<file path="config.mk">
export PLATFORM = sky130hd
export DESIGN_NAME = wfg_pat_seq
export DESIGN_NICKNAME = d
export VERILOG_FILES = /design/src/rtl/wfg_pat_seq.sv
export SDC_FILE = /design/constraint.sdc
export NUM_CORES = 1
export LEC_CHECK = 0
export CAP_MARGIN = 30
export CORE_MARGIN = 4
export CORE_UTILIZATION = 50
export DETAILED_ROUTE_END_ITERATION = 12
export PLACE_DENSITY = 0.71
export RECOVER_POWER = 25
export SYNTH_ARGS = -nofsm -noshare
export SYNTH_HDL_FRONTEND = slang
export SYNTH_SLANG_ARGS = --single-unit
</file>
<file path="constraint.sdc">
create_clock -name clk -period 2.8 [get_ports clk]
set_input_delay 0.56 -clock clk [delete_from_list [all_inputs] [get_ports clk]]
set_output_delay 0.56 -clock clk [all_outputs]
set_load 0.005 [all_outputs]
</file>
<file path="src/rtl/wfg_pat_seq.sv">
// Pattern sequencer: streams a programmable address window of a local pattern RAM
// over AXI-stream, repeating the window for a programmed number of passes.
module wfg_pat_seq #(
    parameter  int DEPTH      = 16,
    parameter  int AXIS_WIDTH = 32,
    localparam int ADDR_W     = $clog2(DEPTH)
) (
    input  logic                  clk,
    input  logic                  rst_n,
    input  logic                  ctrl_en_q_i,
    input  logic [ADDR_W-1:0]     cfg_start_addr_q_i,
    input  logic [ADDR_W-1:0]     cfg_end_addr_q_i,
    input  logic [7:0]            cfg_loop_cnt_q_i,
    input  logic                  mem_we_i,
    input  logic [ADDR_W-1:0]     mem_waddr_i,
    input  logic [AXIS_WIDTH-1:0] mem_wdata_i,
    input  logic                  wfg_axis_tready_i,
    output logic                  wfg_axis_tvalid_o,
    output logic                  wfg_axis_tlast_o,
    output logic [AXIS_WIDTH-1:0] wfg_axis_tdata_o,
    output logic                  busy_o,
    output logic                  done_o,
    output logic [7:0]            pass_cnt_o
);

    typedef enum logic [1:0] {
        ST_IDLE,
        ST_FETCH,
        ST_SEND,
        ST_DONE
    } state_t;

    state_t                state_reg;
    logic [ADDR_W-1:0]     addr_reg;
    logic [ADDR_W-1:0]     start_reg;
    logic [ADDR_W-1:0]     end_reg;
    logic [7:0]            loop_reg;
    logic [7:0]            pass_reg;
    logic                  tvalid_reg;
    logic                  tlast_reg;
    logic                  busy_reg;
    logic                  done_reg;
    logic [AXIS_WIDTH-1:0] rd_data_reg;
    logic [AXIS_WIDTH-1:0] mem [DEPTH];

    logic       at_end;
    logic       handshake;
    logic [7:0] pass_inc;

    assign at_end    = (addr_reg == end_reg);
    assign handshake = tvalid_reg && wfg_axis_tready_i;
    assign pass_inc  = pass_reg + 8'd1;

    // Pattern RAM: no reset on the array so it maps onto block RAM.
    always_ff @(posedge clk) begin
        if (mem_we_i) begin
            mem[mem_waddr_i] <= mem_wdata_i;
        end
    end

    // Read only in FETCH, so the word stays stable for the whole SEND state.
    always_ff @(posedge clk or negedge rst_n) begin
        if (!rst_n) begin
            rd_data_reg <= '0;
        end else if (state_reg == ST_FETCH && ctrl_en_q_i) begin
            rd_data_reg <= mem[addr_reg];
        end
    end

    always_ff @(posedge clk or negedge rst_n) begin
        if (!rst_n) begin
            state_reg  <= ST_IDLE;
            addr_reg   <= '0;
            start_reg  <= '0;
            end_reg    <= '0;
            loop_reg   <= '0;
            pass_reg   <= '0;
            tvalid_reg <= 1'b0;
            tlast_reg  <= 1'b0;
            busy_reg   <= 1'b0;
            done_reg   <= 1'b0;
        end else begin
            done_reg <= 1'b0;
            case (state_reg)
                ST_IDLE: begin
                    if (ctrl_en_q_i) begin
                        start_reg <= cfg_start_addr_q_i;
                        end_reg   <= cfg_end_addr_q_i;
                        loop_reg  <= cfg_loop_cnt_q_i;
                        addr_reg  <= cfg_start_addr_q_i;
                        pass_reg  <= '0;
                        busy_reg  <= 1'b1;
                        state_reg <= ST_FETCH;
                    end
                end
                ST_FETCH: begin
                    if (!ctrl_en_q_i) begin
                        busy_reg  <= 1'b0;
                        state_reg <= ST_IDLE;
                    end else begin
                        tvalid_reg <= 1'b1;
                        tlast_reg  <= at_end;
                        state_reg  <= ST_SEND;
                    end
                end
                ST_SEND: begin
                    // Enable is only sampled on a completed beat, never withdrawing tvalid.
                    if (handshake) begin
                        tvalid_reg <= 1'b0;
                        tlast_reg  <= 1'b0;
                        if (at_end && loop_reg != 8'd0 && pass_inc == loop_reg) begin
                            pass_reg  <= pass_inc;
                            done_reg  <= 1'b1;
                            busy_reg  <= 1'b0;
                            state_reg <= ST_DONE;
                        end else if (!ctrl_en_q_i) begin
                            busy_reg  <= 1'b0;
                            state_reg <= ST_IDLE;
                        end else if (at_end) begin
                            if (pass_reg != 8'hFF) begin
                                pass_reg <= pass_inc;
                            end
                            addr_reg  <= start_reg;
                            state_reg <= ST_FETCH;
                        end else begin
                            addr_reg  <= addr_reg + 1'b1;
                            state_reg <= ST_FETCH;
                        end
                    end
                end
                ST_DONE: begin
                    if (!ctrl_en_q_i) begin
                        state_reg <= ST_IDLE;
                    end
                end
                default: begin
                    state_reg <= ST_IDLE;
                end
            endcase
        end
    end

    assign wfg_axis_tvalid_o = tvalid_reg;
    assign wfg_axis_tlast_o  = tlast_reg;
    assign wfg_axis_tdata_o  = rd_data_reg;
    assign busy_o            = busy_reg;
    assign done_o            = done_reg;
    assign pass_cnt_o        = pass_reg;

endmodule

</file>
==> impl_metrics.json <==
{
  "ant_nets": 0,
  "port_buffers": 100,
  "post-cts-setup-buffers": 0,
  "synth_common_cells": "512 x edfxtp_1, 160 x mux4_2, 66 x dfrtp_1, 49 x mux2_2, 34 x clkbuf_1",
  "hold_start": "start_reg[1]$_DFFE_PN0P_",
  "dpl-instance-area_mm2": 0.02481,
  "area_delta_synth_final_pct": 19.11,
  "cts-root-buf": "clkbuf_16",
  "skew_ns": 0.03417,
  "pin_count": 101,
  "synth_edf_count": 512,
  "grt_overflow": 0,
  "fin_util": 0.6040,
  "vias_per_cell": 5.936,
  "grt_pass1_wl_um": 69940,
  "ctsResizeCount": 0,
  "met1_usage": 0.2880,
  "busiest_layer": "met2",
  "drt-pass1-iter-count": 5,
  "netlist.top_cell.by_area": "edfxtp_1",
  "power_frac_comb": 0.265,
  "synth.avg_cell_area_um2": 22.48,
  "core-area_mm2": 0.04432,
  "internal_power_uw": 18310,
  "grt_antenna_before_repair": 4,
  "timing.rr.start": "pass_cnt_o[1]$_DFFE_PN0P_",
  "largest_register_ffs": 512,
  "met2_usage": 0.3069,
  "drt_iter0_markers": 1176,
  "regMostFlops": "mem",
  "min_to": "start_reg[1]$_DFFE_PN0P_",
  "cp_max_fo": 8,
  "cts_buffers": 56,
  "slew_headroom": 0.2541,
  "initial_core_util": 0.5071,
  "hold_viol_final": 0,
  "insertion_delay_ns": 0.61,
  "synth_top_flop_cell": "edfxtp_1",
  "seq_area_frac_synth": 0.7576,
  "synth.area.top_cells": "edfxtp_1 68%, mux4_2 16%, dfrtp_1 7.3%, mux2_2 2.5%, clkbuf_1 0.57%",
  "netlist_instances": 1000,
  "r2r_setup_slack_ns": 0.13,
  "wirelength_um": 45330,
  "startpoint": "pass_cnt_o[1]$_DFFE_PN0P_",
  "postLayoutCellArea_mm2": 0.02677,
  "final_nets": 1218,
  "cts_tree": "done",
  "switchingPower_uw": 6317,
  "whs_path_depth": 1,
  "num_vias": 10650,
  "synth_most_common_cell": "edfxtp_1",
  "cts_sinks": 578,
  "drcViolationCount": 0,
  "synthArstFlopShare": 0.1142,
  "worstMarginPinSlew_ns": 1.119,
  "track_usage": 0.1946,
  "p_sw_frac": 0.2565,
  "cap_viol_max_count": 0,
  "syn_area_mm2": 0.02248,
  "grt_pass1_vias": 11234,
  "setup_viol": 0,
  "final_max_slew_viol_count": 0,
  "powerDensity_mw_per_mm2": 920.0,
  "wire_per_inst_um": 25.27,
  "die_area_mm2": 0.04841,
  "worstPathRequired_ns": 3.27,
  "clk_pin_slew_worst_paths_ns": 0.06,
  "reg2reg_to": "pass_cnt_o[1]$_DFFE_PN0P_",
  "total_leakage_power_uw": 0.008649,
  "h-tree-depth": 2,
  "start_kind": "register",
  "use_met3": 0.03640,
  "die_x_um": 220.0,
  "period_needed_ns": 2.666,
  "status": "finished clean",
  "die_h_um": 220.0,
  "place_congestion": 0.8024,
  "fin_crit_sh": 0.9522,
  "yosysUniqueCellTypes": 56,
  "ff2ff_path_depth": 7,
  "clockPowerShare": 0.314,
  "cts_hold_buf": 1,
  "arrival_ns": 3.13,
  "hp-class": "reg2reg",
  "grt_max_degree": 71,
  "timing.fmax_ghz": 0.3751,
  "drive_gt1_frac": 0.3147,
  "ir_drop_mv": 0.5237,
  "synth_warnings": 0,
  "synth_fp_nets": 1065,
  "dp_hpwl_um": 24320,
  "crit_type": "reg2reg",
  "ys_ff_latch": 578,
  "synthDominantCellAreaShare": 0.6841,
  "grt_setup_unrepaired": "no",
  "clock_path_buffers": 3,
  "seqPwrFrac": 0.421,
  "critPathCaptureType": "register",
  "std_cell_rows": 77
}
==> per-stage QoR <==
| step | power (uW) | std cells | setup WS, ns | TNS [ns] | hold slack [ns] |
|---|---|---|---|---|---|
| after detailed placement | 17200 | 1686 | 0.1555 | 0 | 0.4873 |
| after global placement | 17110 | 1686 | 0.2159 | 0 | 0.4865 |
| after floorplan | 14990 | 1000 | -0.06803 | -6.531 | 0.2644 |
| after global routing | 25800 | 1793 | 0.008724 | 0 | 0.5135 |
| after CTS | 24950 | 1793 | 0.1278 | 0 | 0.4922 |
| final | 24630 | 1794 | 0.1338 | 0 | 0.5032 |
==> power groups by stage <==
stage          Combinational, uW  Clock, uW  Sequential (uW)
2_1_floorplan               4570          0            10400
4_1_cts                     6670       7900            10400
6_report                    6520       7730            10400
5_1_grt                     7070       8290            10400
3_3_place_gp                6580          0            10500
3_5_place_dp                6650          0            10500
==> cell usage in the layout, fill, tap and decap left out, drive strengths merged, types with 3 or more instances in the layout <==
cell type and n:
a21oi 4, and2 3, buf 45, bufinv 7, clkbuf 70, clkdlybuf4s50 80, clkinv 25, clkinvlp 4
dfrtp 66, dlygate4sd3 20, edfxtp 512, ha 8, inv 11, mux2 50, mux4 160, nand2 17
nand2b 5, nand3 10, nor2 21, nor3 7, nor4 3, o21ai 9, o221ai 9, o311ai 5
or2 3, xnor2 10, xor2 3
==> metal layers <==
metal	wire [um]	up-vias	share of wire
li1	-	4534	-
met1	19440	5711	0.43
met2	22290	338	0.49
met3	2811	63	0.062
met4	761	4	0.017
met5	27	-	0.00060
==> logic make-up (layout without fill, tap and decap cells) <==
family,after synthesis,in the layout,share of synthesized area
flip-flops,578,578,0.7576
multiplexers,210,210,0.1855
AND/OR/NAND/NOR,79,79,0.01770
buffers and inverters,61,262,0.01058
AO/OA/AOI/OAI,51,51,0.01910
XOR/XNOR,13,13,0.005066
adder cells (fa/ha/maj),8,8,0.004454
other,0,1,0
==> final cells by class <==
class	instances	area (um2)
antenna	1	2.502
tap	592	740.7
multi-input combinational	361	5348
fill	3100	17550
clock inverter	37	417.9
clock buffer	69	1531
timing repair buffer	146	1657
sequential	578	17040
inverter	10	37.54
==> critical path: stages, from the launching register on <==
cell and delay [ns]:
dfrtp_1 0.40, ha_1 0.26, nand3_2 0.15, or3_4 0.43, a2111oi_4 0.41, a41oi_4 0.16
or2_0 0.39, mux2_4 0.36
==> how the worst max path moves through the flow <==
stage	to	slack (ns)
after global routing	pass_cnt_o[1]$_DFFE_PN0P_	0.009
after CTS	pass_cnt_o[1]$_DFFE_PN0P_	0.13
final	pass_cnt_o[1]$_DFFE_PN0P_	0.13
after global placement	pass_cnt_o[1]$_DFFE_PN0P_	0.22
after floorplan	mem[1][0]$_DFFE_PP_	-0.07
after detailed placement	pass_cnt_o[1]$_DFFE_PN0P_	0.16
(Power assumes the default switching activity.)
